===== src/rtl/acc_drain_pkg.sv =====
// Shared definitions for the saturating down-accumulator: read-port states and
// command priority encoding.
package acc_drain_pkg;

    localparam logic RD_IDLE = 1'b0;
    localparam logic RD_FULL = 1'b1;

    typedef enum logic [2:0] {
        CMD_NONE,
        CMD_DEC,
        CMD_SUB,
        CMD_LOAD,
        CMD_CLR
    } cmd_e;

    // Clear beats load beats subtract beats decrement.
    function automatic cmd_e cmd_decode(input logic clr, input logic load,
                                        input logic sub, input logic dec);
        if (clr) begin
            return CMD_CLR;
        end else if (load) begin
            return CMD_LOAD;
        end else if (sub) begin
            return CMD_SUB;
        end else if (dec) begin
            return CMD_DEC;
        end
        return CMD_NONE;
    endfunction

endpackage


===== src/rtl/acc_drain_rdport.sv =====
// Snapshot read port: one-entry valid/ready holding register with drop detection.
module acc_drain_rdport
    import acc_drain_pkg::*;
#(
    parameter int unsigned W = 16
) (
    input  logic         clk_i,
    input  logic         rst_ni,
    input  logic [W-1:0] acc_i,
    input  logic         rd_stb_i,
    input  logic         rd_ready_i,
    output logic         rd_valid_o,
    output logic [W-1:0] rd_data_o,
    output logic         rd_drop_o
);

    logic         state_q, state_d;
    logic [W-1:0] data_q, data_d;
    logic         drop_q, drop_d;

    always_comb begin
        state_d = state_q;
        data_d  = data_q;
        drop_d  = 1'b0;
        if (state_q == RD_IDLE) begin
            if (rd_stb_i) begin
                data_d  = acc_i;
                state_d = RD_FULL;
            end
        end else begin
            if (rd_ready_i) begin
                if (rd_stb_i) begin
                    data_d = acc_i;
                end else begin
                    state_d = RD_IDLE;
                end
            end else if (rd_stb_i) begin
                // Holding an unread snapshot: the new request is lost.
                drop_d = 1'b1;
            end
        end
    end

    always_ff @(posedge clk_i or negedge rst_ni) begin
        if (!rst_ni) begin
            state_q <= RD_IDLE;
            data_q  <= '0;
            drop_q  <= 1'b0;
        end else begin
            state_q <= state_d;
            data_q  <= data_d;
            drop_q  <= drop_d;
        end
    end

    assign rd_valid_o = (state_q == RD_FULL);
    assign rd_data_o  = data_q;
    assign rd_drop_o  = drop_q;

endmodule


===== src/rtl/acc_drain.sv =====
// Saturating down-accumulator with borrow flag and a registered snapshot read port.
module acc_drain
    import acc_drain_pkg::*;
#(
    parameter int unsigned W = 16
) (
    input  logic         i_clk,
    input  logic         i_reset_n,
    input  logic         i_dec,
    input  logic         i_sub,
    input  logic         i_clr,
    input  logic         i_load,
    input  logic [W-1:0] i_val,
    output logic [W-1:0] o_acc,
    output logic         o_empty,
    output logic         o_borrow,
    input  logic         i_rd_stb,
    output logic         o_rd_valid,
    input  logic         i_rd_ready,
    output logic [W-1:0] o_rd_data,
    output logic         o_rd_drop
);

    logic [W-1:0] acc_q, acc_d;
    logic         borrow_q, borrow_d;
    cmd_e         cmd;

    always_comb begin
        cmd      = cmd_decode(i_clr, i_load, i_sub, i_dec);
        acc_d    = acc_q;
        borrow_d = 1'b0;
        case (cmd)
            CMD_CLR:  acc_d = '0;
            CMD_LOAD: acc_d = i_val;
            CMD_SUB: begin
                if (i_val > acc_q) begin
                    acc_d    = '0;
                    borrow_d = 1'b1;
                end else begin
                    acc_d = acc_q - i_val;
                end
            end
            CMD_DEC: begin
                if (acc_q == '0) begin
                    borrow_d = 1'b1;
                end else begin
                    acc_d = acc_q - W'(1);
                end
            end
            default: acc_d = acc_q;
        endcase
    end

    always_ff @(posedge i_clk or negedge i_reset_n) begin
        if (!i_reset_n) begin
            acc_q    <= '0;
            borrow_q <= 1'b0;
        end else begin
            acc_q    <= acc_d;
            borrow_q <= borrow_d;
        end
    end

    assign o_acc    = acc_q;
    assign o_empty  = (acc_q == '0);
    assign o_borrow = borrow_q;

    // Snapshot sees the registered count, i.e. the pre-update value of any edge.
    acc_drain_rdport #(
        .W(W)
    ) u_rdport (
        .clk_i      (i_clk),
        .rst_ni     (i_reset_n),
        .acc_i      (acc_q),
        .rd_stb_i   (i_rd_stb),
        .rd_ready_i (i_rd_ready),
        .rd_valid_o (o_rd_valid),
        .rd_data_o  (o_rd_data),
        .rd_drop_o  (o_rd_drop)
    );

endmodule


===== config.mk =====
export PLATFORM = sky130hd
export DESIGN_NAME = acc_drain
export DESIGN_NICKNAME = d
export VERILOG_FILES = /design/src/rtl/acc_drain_pkg.sv /design/src/rtl/acc_drain_rdport.sv /design/src/rtl/acc_drain.sv
export SDC_FILE = /design/constraint.sdc
export NUM_CORES = 1
export LEC_CHECK = 0
export CAP_MARGIN = 20
export CORE_ASPECT_RATIO = 1.25
export CORE_MARGIN = 5
export CORE_UTILIZATION = 50
export CTS_CLUSTER_SIZE = 16
export DETAILED_ROUTE_END_ITERATION = 10
export PLACE_DENSITY = 0.79
export SYNTH_ARGS = -nofsm -noshare
export SYNTH_HDL_FRONTEND = slang
export SYNTH_SLANG_ARGS = --single-unit
export TNS_END_PERCENT = 1

===== constraint.sdc =====
create_clock -name i_clk -period 3 [get_ports i_clk]
set_clock_uncertainty 0.1 [all_clocks]
set_input_delay 0.9 -clock i_clk [delete_from_list [all_inputs] [get_ports i_clk]]
set_output_delay 0.9 -clock i_clk [all_outputs]
set_load 0.05 [all_outputs]

======== Word-level counts from Yosys, hierarchy flattened ========
Index checks and enable logic that the tools add are counted.
word-level totals
  flip-flop bits (word level) ............. 35
  input bits .............................. 24
  output and inout bits ................... 36
  word-level logic and storage cells ...... 40
operators by class
  $add $sub $neg .......................... 2
  magnitude comparators ................... 1
  equality and inequality tests ........... 6
  muxes and demuxes ....................... 23
  reductions and logical operators ........ 3
operators with widths
  operator                 number
  $mux W16                 5
  $pmux W16 S4             1
  $gt A16 B16 Y1           1
  $logic_not A16 Y1        1
  $sub A16 B1 Y16 const B  1
  $sub A16 B16 Y16         1
  $mux W3                  5
  $mux W1                  11
  $eq A3 B2 Y1 const B     2
  $ne A2 B2 Y1 const B     2
  $reduce_bool A4 Y1       1
  $eq A3 B1 Y1 const B     1
  $eq A3 B3 Y1 const B     1
  $pmux W1 S2              1
  $reduce_and A2 Y1        1

======== Logic depth before layout (Yosys ltp) ========
Gate-level depths: netlist of the first run.
  depth after elaboration ................. 8
  mapped depth ............................ 10
  depth with buffers taken out ............ 9

======== Modules after synthesis ========
From an unflattened synthesis of the first run, not the netlist that was laid out.
second synthesis, totals
  cell total of the unflattened synthesis .. 319
  area total of the unflattened synthesis .. 2884.0 um^2
by module, submodules not included
  module            times used  cells an instance  area each (um^2)  seq. area each (um^2)
  acc_drain         1           279                2159.6            425.4
  acc_drain_rdport  1           40                 724.4             450.4

======== Worst setup path before layout of the first run ========
Ideal clock, no wire load.
  kind .................................... register to output
  start ................................... register acc_q[1], in the netlist o_acc[1]
  end ..................................... output o_empty
  data arrival time ....................... 1900 ps
  required time ........................... 2000 ps
  slack ................................... 100 ps
  cell stages (with the launch flop) ...... 6
  cells stage by stage .................... dfrtp_1 inv_1 ha_1 or4b_4 nor2_4 and2_2
between the ends
  word-level cells in the longest chain between the ends .. 1
RTL lines
  item                      RTL line         source
  start: declaration        acc_drain.sv:24  logic [W-1:0] acc_q, acc_d;
  start signal: assignment  acc_drain.sv:56  acc_q <= '0;
  start signal: assignment  acc_drain.sv:59  acc_q <= acc_d;
  $logic_not A16 Y1         acc_drain.sv:65  assign o_empty = (acc_q == '0);
  end: declaration          acc_drain.sv:15  output logic o_empty,
No other way between the ends.

======== Worst setup path after layout of the first run ========
  start ................................... input i_val[6]
  end ..................................... register acc_q[8], in the netlist o_acc[8]
between the ends
  word-level cells in the longest chain between the ends .. 3
  elaborated cells between the ends (all ways) .. 4
  classes of those cells .................. add/sub: 1; order compare: 1; mux: 2
RTL lines
  item                                                RTL line                          source
  start: declaration                                  acc_drain.sv:13                   input logic [W-1:0] i_val,
  $sub A16 B16 Y16 or $gt A16 B16 Y1 (tied branches)  acc_drain.sv:40, acc_drain.sv:36
  $mux W16 (*)                                        acc_drain.sv:36                   if (i_val > acc_q) begin
  $pmux W16 S4 (*)                                    acc_drain.sv:32                   case (cmd)
Every way passes the cells marked *; elsewhere a longest branch is shown, timed or not.
A chain may end at the register's enable or synchronous reset.

==> insert_results.sql, run 1 <==
INSERT INTO impl_metrics (metric_group, metric, value, unit) VALUES
('outcome', 'status', 'completed', ''),
('floorplanning', 'floorplan.io_pins', '60', ''),
('placed_design', 'place.gp.congestion', '0.898', ''),
('worst_setup_path', 'crit-reg2reg-capture', 'o_acc[8]', ''),
('synth', 'asyncSetResetFlopFracSynth', '100', '%'),
('routing', 'drcViolationCount', '0', ''),
('clock_tree', 'cts_hold_repair.buffers', '0', ''),
('timing', 'max-slew-margin-rel', '65.4', '%'),
('clock_tree', 'cts.sinks', '35', ''),
('synth', 'synth-edff-count', '0', ''),
('routing', 'drt_wl_total', '9.27', 'mm'),
('worst_setup_path', 'timing.critical_path.fanout_max', '7', ''),
('global_routing', 'grt_antenna_before_repair', '0', ''),
('timing', 'grt_setup_unrepaired', 'yes', ''),
('floorplanning', 'dieArea', '7170', 'sq um'),
('clock_tree', 'ctsLongestPathBuffers', '2', ''),
('global_routing', 'global_route.overflow_total', '0', ''),
('finish', 'area_growth_syn_to_layout', '50.9', '%'),
('timing', 'setup_viol', '0', ''),
('timing', 'final_max_slew_viol_count', '0', ''),
('run', 'count_of_max_cap_constraint_violations', '0', ''),
('global_routing', 'grt_pass1_wl', '14.2', 'mm'),
('worst_setup_path', 'crit_path_max_incr_delay', '0.53', 'ns'),
('routing', 'routedWlPerCell', '18.5', 'um'),
('global_routing', 'globalRoute.busiestLayer', 'met2', ''),
('clock_tree', 'cts_buffers', '5', ''),
('floorplanning', 'floorplan.initialDensity', '51.5', '%'),
('floorplanning', 'fp.dieH', '93.4', 'um'),
('worst_setup_path', 'reg2reg_from', 'o_acc[0]', ''),
('floorplanning', 'fp.dieW', '76.7', 'um'),
('routing', 'vias', '3029', ''),
('worst_setup_path', 'startpoint', 'i_val[6]', ''),
('placed_design', 'detailed_place_hpwl', '6.64', 'mm'),
('timing', 'layout_min_cycle_time', '2.98', 'ns'),
('hold_path', 'worstHoldPathType', 'flop to flop', ''),
('synth', 'mappedNetlistNets', '358', ''),
('timing', 'timing.fmax', '0.336', 'GHz'),
('power', 'max-vdd-ir-drop', '227', 'uV'),
('routing', 'detail-route-antenna-nets', '0', ''),
('finish', 'layout-drive-gt1-share', '29.0', '%'),
('timing', 'final_cycle_share', '99.2', '%'),
('synth', 'synthTopCellsByCount', '35 x sky130_fd_sc_hd__dfrtp_1, 29 x sky130_fd_sc_hd__nand2_1, 25 x sky130_fd_sc_hd__a21oi_1, 24 x sky130_fd_sc_hd__inv_1, 18 x sky130_fd_sc_hd__ha_1', ''),
('floorplanning', 'placementRows', '30', ''),
('worst_setup_path', 'arrival', '3.07', 'ns'),
('worst_setup_path', 'criticalPathCategory', 'input port to flop', ''),
('synth', 'synth-warning-count', '0', ''),
('routing', 'via_per_inst', '6.03', ''),
('global_routing', 'global_route.usage.met2', '44.4', '%'),
('finish', 'layout.cells.non_filler', '502', ''),
('placed_design', 'place_ws', '-0.380', 'ns'),
('power', 'total_leakage_power', '1.86', 'nW'),
('finish', 'final_net_count', '480', ''),
('worst_setup_path', 'worstPathRequired', '3.10', 'ns'),
('timing', 'final-hold-violation-count', '0', ''),
('synth', 'synthesis.area', '2780', 'sq um'),
('clock_tree', 'clock-root-buffer', 'sky130_fd_sc_hd__clkbuf_8', ''),
('floorplanning', 'design.core.area', '5410', 'sq um'),
('synth', 'post-synth-top-count-cell', 'sky130_fd_sc_hd__dfrtp_1', ''),
('timing', 'worst_hold_slack', '0.390', 'ns'),
('clock_tree', 'clock_insertion_delay_worst_skew', '0.29', 'ns'),
('clock_tree', 'clk_transition_reported_paths', '0.07', 'ns'),
('global_routing', 'use_met3', '2.50', '%'),
('finish', 'post-route-util', '77.7', '%'),
('global_routing', 'number_of_global_route_vias_before_repair', '2984', ''),
('worst_setup_path', 'critical_path.cell_chain', 'clkdlybuf4s50_1 > inv_1 > ha_1 > nand2_1 > a211oi_2 > o21ai_4 > a21oi_2 > buf_6 > nand3_1 > a31oi_1', ''),
('synth', 'synthesis.area_per_instance', '8.83', 'sq um'),
('worst_setup_path', 'crit_slowest_cell', 'sky130_fd_sc_hd__clkdlybuf4s50_1', ''),
('worst_setup_path', 'crit_path_end_kind', 'flop', ''),
('global_routing', 'grt_start_max_net_pins', '36', ''),
('synth', 'synth.area.top_cells', 'sky130_fd_sc_hd__dfrtp_1 31%, sky130_fd_sc_hd__ha_1 8.1%, sky130_fd_sc_hd__mux2_2 6.1%, sky130_fd_sc_hd__a21oi_1 4.5%, sky130_fd_sc_hd__nand2_1 3.9%', ''),
('worst_setup_path', 'crit_path_to', 'o_acc[8]', '');
-- worst min path at each step --
stage	start	endpoint	slack, ns
2_1_floorplan	i_reset_n	o_acc[0]	0.50
3_3_place_gp	u_rdport.rd_data_o[0]	u_rdport.rd_data_o[0]	0.37
3_5_place_dp	u_rdport.rd_data_o[0]	u_rdport.rd_data_o[0]	0.38
4_1_cts	u_rdport.rd_data_o[0]	u_rdport.rd_data_o[0]	0.39
6_report	u_rdport.rd_data_o[0]	u_rdport.rd_data_o[0]	0.39
5_1_grt	u_rdport.rd_data_o[9]	u_rdport.rd_data_o[9]	0.43
-- state kept, by name (all words and copies together) (netlist names) --
signal and count:
o_acc 16, u_rdport.rd_data_o 16, o_borrow 1, u_rdport.rd_drop_o 1, u_rdport.rd_valid_o 1
-- critical path, delay by kind of cell --
family / cells / cell delay [ns]
compound gates: 4 / 0.86
buf+inv: 3 / 0.77
fa+ha+maj: 1 / 0.35
simple gates: 2 / 0.18
-- power breakdown --
part	internal, mW	switching, mW
sequential	0.522	0.0593
combinational	0.389	0.505
clock	0.269	0.169
total	1.18	0.734
-- layout by cell type (no fill, tap or decap), types with 7 or more instances in the layout --
cell type                          n
sky130_fd_sc_hd__nand2b_1          9
sky130_fd_sc_hd__buf_4            62
sky130_fd_sc_hd__a22oi_1          10
sky130_fd_sc_hd__nand2_1          27
sky130_fd_sc_hd__o21ai_0          12
sky130_fd_sc_hd__xnor2_1          10
sky130_fd_sc_hd__ha_1             12
sky130_fd_sc_hd__dfrtp_1          35
sky130_fd_sc_hd__nor2_1           14
sky130_fd_sc_hd__clkdlybuf4s50_1  57
sky130_fd_sc_hd__a31oi_1          10
sky130_fd_sc_hd__inv_1            23
sky130_fd_sc_hd__o211ai_1          7
sky130_fd_sc_hd__o21ai_1           8
sky130_fd_sc_hd__mux2_2           15
sky130_fd_sc_hd__a21oi_1          19
sky130_fd_sc_hd__xor2_1            7
-- final cells by class --
| class | instances | area, sq um |
|---|---|---|
| clock buffer | 6 | 82.6 |
| clock inverter | 2 | 35.0 |
| fill | 383 | 1200 |
| inverter | 24 | 90.1 |
| multi-input combinational | 247 | 1930 |
| sequential | 35 | 876 |
| tap | 64 | 80.1 |
| timing repair buffer | 124 | 1110 |
-- metrics by stage --
stage,power (mW),cell area (sq um),setup TNS (ns)
3_3_place_gp,1.40,3890,-3.88
6_report,1.91,4200,0
4_1_cts,1.86,4040,0
2_1_floorplan,1.08,2780,0
5_1_grt,1.99,4200,-0.708
3_5_place_dp,1.41,3890,-4.96
-- logic make-up after synthesis --
| kind of cell | synth area share (%) |
|---|---|
| mux | 6.79 |
| buf+inv | 5.08 |
| flops | 31.5 |
| compound gates | 22.9 |
| fa+ha+maj | 8.81 |
| xor+xnor | 5.35 |
| simple gates | 19.6 |
-- routing by layer --
layer | part of all wire, % | wire length (um)
met5 | 0 | 0
met4 | 3.0 | 282
met3 | 6.8 | 630
met2 | 52 | 4810
met1 | 38 | 3550
-- what timing repair did --
item | in CTS | in global routing
cloned | 0 | 1
endpoints found under the setup margin | 11 | 16
buffers inserted | 1 | 1
pin swaps | 3 | 9
gates resized for setup | 6 | 28
(Power assumes the default switching activity.)
==> inputs of run 2 (changes only) <==
- CORE_UTILIZATION: 50 -> 47
- PLACE_DENSITY: 0.79 -> 0.78
- TNS_END_PERCENT: 1 -> unset
- clock period: 3 -> 2.45 ns (I/O delays scaled with it)
==> insert_results.sql, run 2 (synthesis gave the netlist of run 1 again) <==
INSERT INTO impl_metrics (metric_group, metric, value, unit) VALUES
('floorplanning', 'floorplan.io_pins', '60', ''),
('power', 'power.share.combinational', '52.6', '%'),
('global_routing', 'grt_antenna_before_repair', '0', ''),
('finish', 'layout.cells.non_filler', '534', ''),
('finish', 'final_net_count', '511', ''),
('timing', 'max-slew-margin-rel', '66.3', '%'),
('worst_setup_path', 'timing.critical_path.fanout_max', '2', ''),
('finish', 'final_cell_mix', '106 x sky130_fd_sc_hd__buf_4, 32 x sky130_fd_sc_hd__dfrtp_1, 24 x sky130_fd_sc_hd__nand2_1, 23 x sky130_fd_sc_hd__clkdlybuf4s50_1, 16 x sky130_fd_sc_hd__a21oi_1', ''),
('timing', 'worstMarginPinSlew', '0.504', 'ns'),
('clock_tree', 'htreeDepth', '2', ''),
('finish', 'multiInputGateArea', '2190', 'sq um'),
('finish', 'layout_commonest_cell', 'sky130_fd_sc_hd__buf_4', ''),
('worst_setup_path', 'worstPathRequired', '1.62', 'ns'),
('timing', 'layout_min_cycle_time', '2.66', 'ns'),
('worst_setup_path', 'crit-reg2reg-capture', 'o_acc[0]', ''),
('power', 'clockPowerShare', '17.5', '%'),
('worst_setup_path', 'ff2ff_path_depth', '11', ''),
('clock_tree', 'cts.sinks', '35', ''),
('routing', 'detailedRoute.firstIterationViolations', '333', ''),
('global_routing', 'grt_usage', '27.5', '%'),
('routing', 'drcViolationCount', '0', ''),
('hold_path', 'min-delay-start', 'u_rdport.rd_data_o[0]', ''),
('global_routing', 'grt_start_max_net_pins', '36', ''),
('power', 'switching_share', '40.6', '%'),
('hold_path', 'hold-path-cell-count', '2', ''),
('timing', 'setup_viol', '4', ''),
('finish', 'ff_latch_area', '880', 'sq um'),
('worst_setup_path', 'reg2reg_from', 'o_acc[0]', ''),
('power', 'sequentialPowerShare', '29.9', '%'),
('power', 'power.density_cell_area', '515', 'nW/um^2'),
('routing', 'vias', '3292', ''),
('placed_design', 'detailed_place_hpwl', '7.07', 'mm'),
('routing', 'detail_route.first_pass.iterations', '6', ''),
('timing', 'grt_setup_unrepaired', 'yes', ''),
('clock_tree', 'ctsLongestPathBuffers', '2', ''),
('worst_setup_path', 'cpLargestDelayFamily', 'simple AND/OR/NAND/NOR gates', ''),
('floorplanning', 'placementRows', '31', ''),
('placed_design', 'dpl.cell_count', '516', ''),
('floorplanning', 'fp.dieW', '78.8', 'um'),
('finish', 'post-route-util', '80.0', '%'),
('placed_design', 'place.gp.congestion', '0.952', ''),
('worst_setup_path', 'worst-path-buf-inv', '2', ''),
('outcome', 'status', 'finished, violations left', ''),
('routing', 'drt_wl_total', '10.4', 'mm'),
('worst_setup_path', 'critical_path.cell_chain', 'inv_2 > ha_4 > or4b_4 > nor2_4 > and2_4 > buf_12', ''),
('clock_tree', 'tritoncts', 'built', ''),
('floorplanning', 'floorplan.initialDensity', '48.1', '%'),
('timing', 'final_cycle_share', '109', '%'),
('clock_tree', 'clock-root-buffer', 'sky130_fd_sc_hd__clkbuf_8', ''),
('floorplanning', 'fp.dieH', '96.0', 'um'),
('finish', 'area_growth_syn_to_layout', '66.2', '%'),
('worst_setup_path', 'crit_path_max_incr_delay', '0.51', 'ns'),
('worst_setup_path', 'worst_setup_path_start_kind', 'flop', ''),
('floorplanning', 'design.core.area', '5780', 'sq um'),
('worst_setup_path', 'rrSetupSlack', '-0.02', 'ns'),
('power', 'power.net_switching', '0.967', 'mW'),
('placed_design', 'buffer_ports.inserted', '59', ''),
('routing', 'routedWlPerCell', '19.5', 'um'),
('clock_tree', 'cts_buffers', '5', ''),
('global_routing', 'number_of_global_route_vias_before_repair', '3303', ''),
('timing', 'final_max_slew_viol_count', '0', ''),
('hold_path', 'worstHoldPathType', 'flop to flop', ''),
('worst_setup_path', 'crit_slowest_cell', 'sky130_fd_sc_hd__or4b_4', ''),
('routing', 'detail-route-antenna-nets', '0', ''),
('finish', 'antenna_cells_inserted', '0', ''),
('finish', 'layout-drive-gt1-share', '46.4', '%'),
('worst_setup_path', 'criticalPathCategory', 'flop to output pin', ''),
('finish', 'layout.filler_cells', '314', ''),
('routing', 'via_per_inst', '6.16', ''),
('power', 'max-vdd-ir-drop', '283', 'uV'),
('global_routing', 'grt_pass1_wl', '16.3', 'mm'),
('run', 'count_of_max_cap_constraint_violations', '0', ''),
('clock_tree', 'clock_insertion_delay_worst_skew', '0.29', 'ns'),
('timing', 'final-hold-violation-count', '0', ''),
('hold_path', 'min_delay_endpoint', 'u_rdport.rd_data_o[0]', ''),
('timing', 'layout_setup_ws', '-0.211', 'ns'),
('timing', 'timing.fmax', '0.376', 'GHz'),
('outcome', 'violated_checks', 'negative setup slack', ''),
('power', 'internal-power', '1.42', 'mW'),
('worst_setup_path', 'crit_path_end_kind', 'output pin', ''),
('floorplanning', 'dieArea', '7570', 'sq um'),
('global_routing', 'global_route.overflow_total', '0', ''),
('clock_tree', 'clk_transition_reported_paths', '0.07', 'ns'),
('worst_setup_path', 'arrival', '1.83', 'ns'),
('power', 'total_leakage_power', '2.08', 'nW');
run 2: cell types whose count changed in the layout (fill, tap and decap cells not counted), sizes merged:
cell / previous run / this run
buf: 66 / 113
bufinv: 1 / 0
clkbuf: 6 / 8
clkdlybuf4s15: 0 / 1
clkdlybuf4s50: 57 / 23
dlygate4sd2: 0 / 14
dlymetal6s2s: 1 / 2
run 2: layout make-up:
| class | instances | area share, % |
|---|---|---|
| Clock inverter | 1 | 0.108 |
| Sequential cell | 35 | 19.0 |
| Timing Repair Buffer | 155 | 27.9 |
| Clock buffer | 6 | 1.79 |
| Tap cell | 66 | 1.79 |
| Multi-Input combinational cell | 247 | 47.4 |
| Inverter | 24 | 2.00 |
run 2: routing by layer:
layer / part of all wire (%) / vias up / GRT usage, %
met5: 0 / - / 0
met4: 4.8 / 0 / 12.2
met3: 7.4 / 51 / 4.59
met2: 52 / 195 / 50.7
met1: 36 / 1582 / 31.1
li1: - / 1464 / -
run 2: worst max-delay path by stage:
stage / from / to / slack, ns / depth (start not counted)
after floorplan: o_acc[1] / o_empty / -0.06 / 5
after global placement: i_val[6] / o_acc[14] / -0.59 / 10
after detailed placement: i_val[0] / o_acc[14] / -0.65 / 10
after CTS: o_acc[1] / o_empty / -0.16 / 6
after global routing: o_acc[1] / o_empty / -0.24 / 6
final: o_acc[1] / o_empty / -0.21 / 6
run 2: power groups by stage:
| stage | Sequential [mW] | Combinational (mW) | Clock [mW] |
|---|---|---|---|
| after floorplan | 0.932 | 0.405 | 0 |
| after global placement | 0.705 | 1.05 | 0 |
| after detailed placement | 0.711 | 1.08 | 0 |
| after CTS | 0.706 | 1.18 | 0.412 |
| after global routing | 0.723 | 1.33 | 0.453 |
| final | 0.713 | 1.25 | 0.418 |
run 2: timing repair:
item / 4_1_cts / 5_1_grt
pin swaps: 27 / 19
buffers inserted: 6 / 5
setup endpoints to repair: 18 / 17
hold buffers: 0 / 0
resized for setup: 75 / 24
endpoints found under the hold margin: 0 / 0
run 2: stage by stage:
stage                     hold slack [ns]  power, mW  TNS (ns)  area, sq um  worst slack [ns]
after global routing                0.420       2.50    -0.621         4620            -0.244
after detailed placement            0.374       1.79     -9.90         4080            -0.646
after floorplan                     0.339       1.34   -0.0600         2840           -0.0599
after global placement              0.362       1.76     -9.09         4080            -0.593
after CTS                           0.389       2.30    -0.166         4500            -0.164
final                               0.381       2.38    -0.238         4620            -0.211
run 2: worst min-delay path: stages (launching register included):
cell and delay (ns):
sky130_fd_sc_hd__dfrtp_1 0.34, sky130_fd_sc_hd__nand2_1 0.05, sky130_fd_sc_hd__o21ai_0 0.06
